File: config.mk
export PLATFORM = sky130hd
export DESIGN_NAME = grid_ram_arbiter
export DESIGN_NICKNAME = d
export VERILOG_FILES = /design/src/rtl/grid_ram_arbiter.sv
export SDC_FILE = /design/constraint.sdc
export NUM_CORES = 1
export LEC_CHECK = 0
export ABC_AREA = 1
export BUFFER_PORTS_ARGS = -buffer_cell sky130_fd_sc_hd__buf_2
export CORE_MARGIN = 2
export CORE_UTILIZATION = 24
export CTS_BUF_LIST = sky130_fd_sc_hd__clkbuf_2
export CTS_CLUSTER_SIZE = 25
export DETAILED_ROUTE_END_ITERATION = 8
export PLACE_DENSITY = 0.79
export SLEW_MARGIN = 5
export SYNTH_ARGS = -nofsm -noshare
export SYNTH_HDL_FRONTEND = slang
export SYNTH_SLANG_ARGS = --single-unit
File: constraint.sdc
create_clock -name clk -period 3.3 [get_ports clk]
set_input_delay 0.165 -clock clk [delete_from_list [all_inputs] [get_ports clk]]
set_output_delay 0.165 -clock clk [all_outputs]
set_load 0.005 [all_outputs]
File: src/rtl/grid_ram_arbiter.sv
// grid_ram_arbiter: H/S arbiter for a 2500-word grid RAM with lock and range check; ARB_ROUND_ROBIN_EN selects round-robin over fixed S priority
module grid_ram_arbiter #(
    parameter int DATA_WIDTH    = 16,
    parameter int ADDRESS_WIDTH = 12,
    parameter int DEPTH         = 2500
) (
    input  logic                     clk,
    input  logic                     rst,
    input  logic                     h_req,
    input  logic                     s_req,
    input  logic                     h_we,
    input  logic                     s_we,
    input  logic                     h_lock,
    input  logic                     s_lock,
    input  logic [ADDRESS_WIDTH-1:0] h_addr,
    input  logic [ADDRESS_WIDTH-1:0] s_addr,
    input  logic [DATA_WIDTH-1:0]    h_wdata,
    input  logic [DATA_WIDTH-1:0]    s_wdata,
    output logic                     h_gnt,
    output logic                     s_gnt,
    output logic                     h_rvalid,
    output logic                     s_rvalid,
    output logic [DATA_WIDTH-1:0]    rdata,
    output logic                     err,
    output logic [ADDRESS_WIDTH-1:0] ram_addr,
    output logic [DATA_WIDTH-1:0]    ram_wdata,
    output logic                     ram_we,
    input  logic [DATA_WIDTH-1:0]    ram_rdata
);
    typedef enum logic [1:0] {IDLE, LOCK_H, LOCK_S} state_t;
    localparam logic [ADDRESS_WIDTH-1:0] LIMIT = ADDRESS_WIDTH'(DEPTH);
    state_t state, state_next;
    logic s_wins, oor, tag_oor;
`ifdef ARB_ROUND_ROBIN_EN
    logic ptr;
    always_ff @(posedge clk or posedge rst)
        if (rst) ptr <= 1'b0;
        else if (h_gnt || s_gnt) ptr <= s_gnt;
    assign s_wins = ~ptr;
`else
    assign s_wins = 1'b1;
`endif
    always_ff @(posedge clk or posedge rst)
        if (rst) state <= IDLE;
        else state <= state_next;
    // A lock owner that stops requesting forfeits the lock in the same cycle
    always_comb begin
        h_gnt = 1'b0;
        s_gnt = 1'b0;
        if (!rst) begin
            if (state == LOCK_H && h_req) h_gnt = 1'b1;
            else if (state == LOCK_S && s_req) s_gnt = 1'b1;
            else if (h_req && s_req) begin
                s_gnt = s_wins;
                h_gnt = ~s_wins;
            end else begin
                h_gnt = h_req;
                s_gnt = s_req;
            end
        end
        state_next = h_gnt ? (h_lock ? LOCK_H : IDLE) : s_gnt ? (s_lock ? LOCK_S : IDLE) : IDLE;
    end
    always_comb begin
        ram_addr  = s_gnt ? s_addr : h_gnt ? h_addr : '0;
        ram_wdata = s_gnt ? s_wdata : h_gnt ? h_wdata : '0;
        oor       = (h_gnt || s_gnt) && ram_addr >= LIMIT;
        ram_we    = (s_gnt ? s_we : h_gnt && h_we) && !oor;
    end
    always_ff @(posedge clk or posedge rst)
        if (rst) begin
            h_rvalid <= 1'b0;
            s_rvalid <= 1'b0;
            tag_oor  <= 1'b0;
            err      <= 1'b0;
        end else begin
            h_rvalid <= h_gnt && !h_we;
            s_rvalid <= s_gnt && !s_we;
            tag_oor  <= oor;
            err      <= oor;
        end
    assign rdata = ((h_rvalid || s_rvalid) && !tag_oor) ? ram_rdata : '0;
endmodule
==> results of run 1 <==
==> kinds of logic after synthesis <==
family	Yosys count	share of synthesized area
simple gates	64	0.427
buf+inv	30	0.159
compound gates	24	0.253
flops	5	0.161
==> sequential cells by signal (all words and copies together), names as in the netlist <==
register / cells
state: 2
h_rvalid: 1
s_rvalid: 1
tag_oor: 1
==> critical path, delay by kind of cell <==
kind,cells,cell delay (ns)
buffers and inverters,5,1.13
and+or+nand+nor,7,0.69
==> through the flow <==
step	util	hold WS [ns]
after floorplan	-	-0.0387
after global routing	0.481	0.0706
after global placement	0.472	0.131
after detailed placement	0.472	0.132
final	0.481	0.105
after CTS	0.481	0.105
==> cells in the final DEF (no fill, tap or decap), drive strengths merged <==
| cell type | count |
|---|---|
| inv | 24 |
| a21boi | 1 |
| a22o | 18 |
| buf | 129 |
| o21bai | 1 |
| o21ai | 4 |
| clkinv | 1 |
| nand3 | 13 |
| nand2 | 25 |
| clkbuf | 4 |
| dlygate4sd3 | 1 |
| nor2 | 26 |
| dfrtp | 5 |
==> final cells by class <==
cell class	instances	area, um2
fillers	349	1600
repair buffers	130	656
multi-input cells	88	528
flip-flops and latches	5	125
inverters	25	97.6
well taps	44	55.1
clock buffers	4	20.0
==> repair_timing <==
| action | CTS | global route |
|---|---|---|
| hold buffers | 1 | 0 |
| endpoints found under the hold margin | 5 | 0 |
| gates resized for setup | 0 | 0 |
==> worst paths after layout <==
path | slack (ns) | cells past startpoint | startpoint | endpoint
max | 1.14 | 12 | rst | ram_we
min | 0.10 | 2 | h_we | h_rvalid
max reg2reg | 1.74 | 9 | state[0] | tag_oor
min reg2reg | 0.70 | 4 | state[1] | state[1]
max in group asynchronous | 2.67 | 3 | rst | state[1]
min in group asynchronous | 0.44 | 3 | rst | h_rvalid
==> metal layers <==
metal,vias to the layer above,GRT usage,part of all wire
met5,-,0,0
met4,0,0.0559,0.0089
met3,2,0.0512,0.11
met2,69,0.313,0.51
met1,536,0.172,0.38
li1,656,-,-
==> power groups by stage <==
stage | registers, mW | logic [mW] | clock network [mW]
6_report | 0.0645 | 0.152 | 0.0585
5_1_grt | 0.0647 | 0.171 | 0.0703
4_1_cts | 0.0645 | 0.154 | 0.0600
3_5_place_dp | 0.0656 | 0.152 | 0
3_3_place_gp | 0.0656 | 0.151 | 0
2_1_floorplan | 0.0657 | 0.0679 | 0
==> reports/results.txt, run 1 <==
GRT overflow -> 0
Critical Path Source Type -> primary input
worst path cell trace -> dlygate4sd3_1 > buf_2 > inv_2 > nand2_4 > clkinv_2 > nand2_1 > nand2_2 > nor2_1 > nand3_2 > nand2_2 > nor2_2 > buf_2
Die X-Extent -> 60.9 um
die area -> 0.00371 mm2
total power -> 0.275 mW
Final ANT Viol Nets -> 0
Setup CP Type -> primary input to primary output
Vias -> 1263
slowest stage delay, CP -> 0.52 ns
global-route usage over all layers -> 0.166
setup bufs post-CTS -> 0
cts bufs inserted -> 3
Setup WS pre-CTS -> 1.50 ns
Worst-Margin Slew -> 1.05 ns
Setup crit end kind -> primary output
Max clock buf depth -> 2
Leak Pwr -> 1.03 nW
cell taking the most area after synthesis -> a22o_1
Primary FF master, synth -> dfrtp_1
Iter 0 DRT Violations -> 19
setup TNS -> 0 ns
ratio of cells with drive above 1 in the final layout -> 0.611
P_sw -> 0.0995 mW
first drt pass iteration count -> 4
initial antenna violation count -> 0
first-pass GRT wire length -> 4680 um
root buf cell -> clkbuf_2
Finished Cell Area -> 0.00148 mm2
clock share of power -> 0.213
CTS Sinks -> 5
Yosys reg bits -> 5
Cells after Synth -> 123
Worst EP arrival -> 1.99 ns
Worst path slowest cell -> dlygate4sd3_1
Layout Cells excl Fill -> 296
vias per cell -> 4.27
Setup Skew -> 0.000834 ns
I/O pin total -> 130
Clk pin slew, worst setup/hold paths -> 0.05 ns
Placer Congestion -> 0.763
RSZ-0062 raised after global routing -> no
min Tclk post-route -> 2.16 ns
synthesis-to-layout area growth -> 90.7%
post-synthesis async set-or-reset flop share -> 1.00
Critical Path Fanout Max -> 22
sequential power share -> 0.235
Fmax -> 464 MHz
largest net degree at the start of global routing -> 26
MaxCap Viol Count -> 0
EDFF count, synth -> 0
Synth top area share -> 0.203
max-slew violation count -> 0
area of the core -> 0.00308 mm2
Setup Viol. Count Final -> 0
Initial Utilization -> 0.252
Data required, critical path -> 3.13 ns
most frequent cell after synthesis -> nor2_1
top post-synthesis cells by count -> nor2_1, inv_1, a22o_1, nand2_1, nand3_1
Antenna diodes -> 0
outcome -> complete, no violations
wire per inst -> 10.3 um
HPWL after DPL -> 2620 um
count of final hold-check violations -> 0
Post-DP Area -> 0.00145 mm2
CTS tree -> yes
port buffer count -> 129
number of global-route vias before repair -> 1189
final worst-path cycle share -> 0.653
Int Power -> 0.175 mW
Synth area leaders -> a22o_1, dfrtp_1, nor2_1
Yosys cell types -> 23
Max VDD drop -> 0.142 mV
PwrDens -> 185 mW/mm2
# DRC -> 0
Synth warnings -> 0
worst setup margin -> 1.14 ns
cell row count -> 20
H-Tree Depth -> 1
dpl cells -> 291
Switching Share -> 0.362
Layout Nets -> 333
Avg Synthesized Cell Area -> 6.32 um2
sequential-to-total area share from yosys stat -> 0.161
Gate power share -> 0.552
chip height -> 60.9 um
Clock Latency Late Sink -> 0.23 ns
cell area after synthesis -> 777 um2
Worst slew margin -> 0.302
Routed Wire Length -> 3040 um
Worst Hold Class -> primary input to flop
Syn Nets -> 203
(Power assumes the default switching activity.)
==> run 2, diff against run 1 <==
ABC_AREA = 0   (was 1)
PLACE_DENSITY = 0.8   (was 0.79)
clock period = 2.1 ns   (was 3.3 ns; I/O delays follow)
==> run 2 against run 1 <==
Net effect:
- critical path depth fell by 5
- final area fell by 2.1%
- flip-flop and latch count did not move
- setup slack got worse by 1.0 ns
- routed wire length rose by 1.3%
- die area fell by 4.7%
- clock-buffer cell count did not move
- synthesized area fell by 5.0%
- combinational power rose by 49%
- total power rose by 53%
- critical path type unchanged
- largest cell class unchanged
==> reports/results.txt, run 2 <==
outcome -> complete, no violations
Setup Viol. Count Final -> 0 (unchanged)
RSZ-0062 raised after global routing -> no
Syn Nets -> 170 (-16%)
top post-synthesis cells by count -> a22o_1, and2_1, dfrtp_1
worst path cell trace -> dlygate4sd3_1 > buf_2 > nand2b_4 > a211o_1 > a222oi_1 > a211oi_1 > buf_2
cell row count -> 20 (unchanged)
Final ANT Viol Nets -> 0 (unchanged)
Synth warnings -> 0 (unchanged)
Worst-Margin Slew -> 0.659 ns (-0.386 ns)
cell area after synthesis -> 738 um2 (-5.0%)
Worst EP arrival -> 1.89 ns (-0.10 ns)
setup TNS -> 0 ns (unchanged)
HPWL after DPL -> 2580 um (-1.3%)
global-route usage over all layers -> 0.156 (-0.00984)
PwrDens -> 291 mW/mm2 (+57%)
initial antenna violation count -> 0 (unchanged)
most frequent cells in the layout -> buf_2, a22o_1, and2_1
Worst slew margin -> 0.559 (+0.257)
Synth area leaders -> a22o_1, dfrtp_1, and2_1
area of the core -> 0.00298 mm2 (-3.3%)
CP top delay family -> compound AO/OA/AOI/OAI gates
max FFs per register -> 2 (unchanged)
largest net degree at the start of global routing -> 29 (+12%)
total power -> 0.422 mW (+53%)
Avg Synthesized Cell Area -> 8.20 um2 (+30%)
EDFF count, synth -> 0 (unchanged)
Yosys reg bits -> 5 (unchanged)
MaxCap Viol Count -> 0 (unchanged)
cell repeated most along the worst path -> buf_2
Placer Congestion -> 0.808 (+5.9%)
Synth top area share -> 0.308 (+0.106)
sequential-to-total area share from yosys stat -> 0.169 (+0.00846)
synthesis-to-layout area growth -> 96.4%
Worst Hold Class -> primary input to flop
wire per inst -> 12.1 um (+18%)
root buf cell -> clkbuf_2
most frequent cell after synthesis -> a22o_1
Final Util -> 0.487 (+0.00567)
first drt pass iteration count -> 4 (unchanged)
port buffer count -> 129 (unchanged)
Setup crit end kind -> primary output
Max clock buf depth -> 2 (unchanged)
H-Tree Depth -> 1 (unchanged)
Setup CP Type -> primary input to primary output
min Tclk post-route -> 1.99 ns
ratio of cells with drive above 1 in the final layout -> 0.647 (+0.0359)
count of final hold-check violations -> 0 (unchanged)
Vias -> 1229 (-2.7%)
CTS tree -> yes
vias per cell -> 4.84 (+13%)
Iter 0 DRT Violations -> 58 (+39)
Worst path slowest cell -> dlygate4sd3_1
Critical Path Fanout Max -> 6 (-73%)
Initial Utilization -> 0.248 (-0.00454)
Max VDD drop -> 0.173 mV (+21%)
max-slew violation count -> 0 (unchanged)
Layout Nets -> 302 (-9.3%)
# DRC -> 0 (unchanged)
die area -> 0.00354 mm2 (-4.7%)
Fmax -> 502 MHz
Routed Wire Length -> 3070 um (+1.3%)
cell taking the most area after synthesis -> a22o_1
post-CTS resize count -> 0 (unchanged)
Antenna diodes -> 0 (unchanged)
Primary FF master, synth -> dfrtp_1
final worst-path cycle share -> 0.949
number of global-route vias before repair -> 962 (-19%)
post-synthesis async set-or-reset flop share -> 1.00 (unchanged)
Data required, critical path -> 2.00 ns (-1.13 ns)
first-pass GRT wire length -> 4170 um (-11%)
chip height -> 59.5 um (-2.4%)
GRT overflow -> 0 (unchanged)
Yosys cell types -> 26 (+13%)
Clk pin slew, worst setup/hold paths -> 0.05 ns (about the same)
cts bufs inserted -> 3 (unchanged)
Die X-Extent -> 59.5 um (-2.4%)
CTS Sinks -> 5 (unchanged)
commonest non-fill, non-tap cell in the layout -> buf_2
Critical Path Source Type -> primary input
Setup Skew -> 0.00108 ns (+0.000246 ns)
Buf/Inv on CP -> 3 (-2)
Reg with most FFs -> state
Leak Pwr -> 0.923 nW (-10%)
Clock Latency Late Sink -> 0.23 ns (about the same)
slowest stage delay, CP -> 0.53 ns (about the same)
I/O pin total -> 130 (unchanged)
Cells after Synth -> 90 (-27%)
[run 2: cell types whose count changed after synthesis, sizes merged, moves of 4 or more]
cell / delta
and2: +18
a22o: +8
nand3: -11
inv: -22
a211o: +4
o21ai: -4
nor2: -22
nand2: -21
[run 2: metal layers]
| layer | vias up | wire length (um) | track usage |
|---|---|---|---|
| met2 | 52 | 1560 | 0.250 |
| met5 | - | 0 | 0 |
| li1 | 611 | - | - |
| met1 | 562 | 1260 | 0.204 |
| met3 | 4 | 206 | 0.0328 |
| met4 | 0 | 42 | 0.0584 |
[run 2: stage by stage]
stage | area (um2) | worst slack (ns) | std cells | hold WS [ns]
after floorplan | 738 | 0.692 | 90 | -0.116
after global placement | 1410 | 0.525 | 248 | 0.0274
after detailed placement | 1410 | 0.488 | 248 | 0.0329
after CTS | 1440 | 0.0922 | 253 | 0.0376
after global routing | 1450 | 0.0508 | 254 | 0.0271
final | 1450 | 0.107 | 254 | 0.0380
[run 2: cell type report]
type,instances,area (um2)
fill,325,1530
timing repair buffer,134,686
multi-input combinational,76,571
sequential,5,125
tap,33,41.3
clock buffer,4,20.0
inverter,2,7.51
[run 2: logic make-up (layout without fill, tap and decap cells)]
logic type             count (synthesis)  in the layout  share of synthesized area
DFF                                    5              5                      0.169
AOI/OAI and AO/OA                     39             39                      0.459
buffers and inverters                  9            140                     0.0627
and+or+nand+nor                       37             37                      0.308
[run 2: path summary, 6_finish.rpt]
check / from / to / cells past startpoint / slack [ns]
worst min-delay path: s_we / s_rvalid / 2 / 0.04
worst max-delay path: rst / ram_we / 7 / 0.11
max in group asynchronous: rst / tag_oor / 3 / 1.60
min in group asynchronous: rst / state[1] / 3 / 0.33
worst max register to register: state[1] / tag_oor / 5 / 0.49
worst min register to register: state[1] / state[1] / 2 / 0.75
[run 2: where the power goes]
part	internal [mW]	switching, mW
Combinational	0.132	0.0950
Clock	0.0503	0.0419
Sequential	0.100	0.00227
[run 2: worst register-to-register path, stage by stage, from the launching register on]
cell      delay [ns]
dfrtp_1         0.37
nand2b_4        0.17
a211o_1         0.32
a222oi_1        0.40
buf_4           0.18
a21o_1          0.12
[run 2: what timing repair did]
item                                    in CTS  in global routing
endpoints found under the setup margin       0                  1
hold buffers                                 1                  0
buffers inserted                             0                  1
endpoints found under the hold margin        5                  0
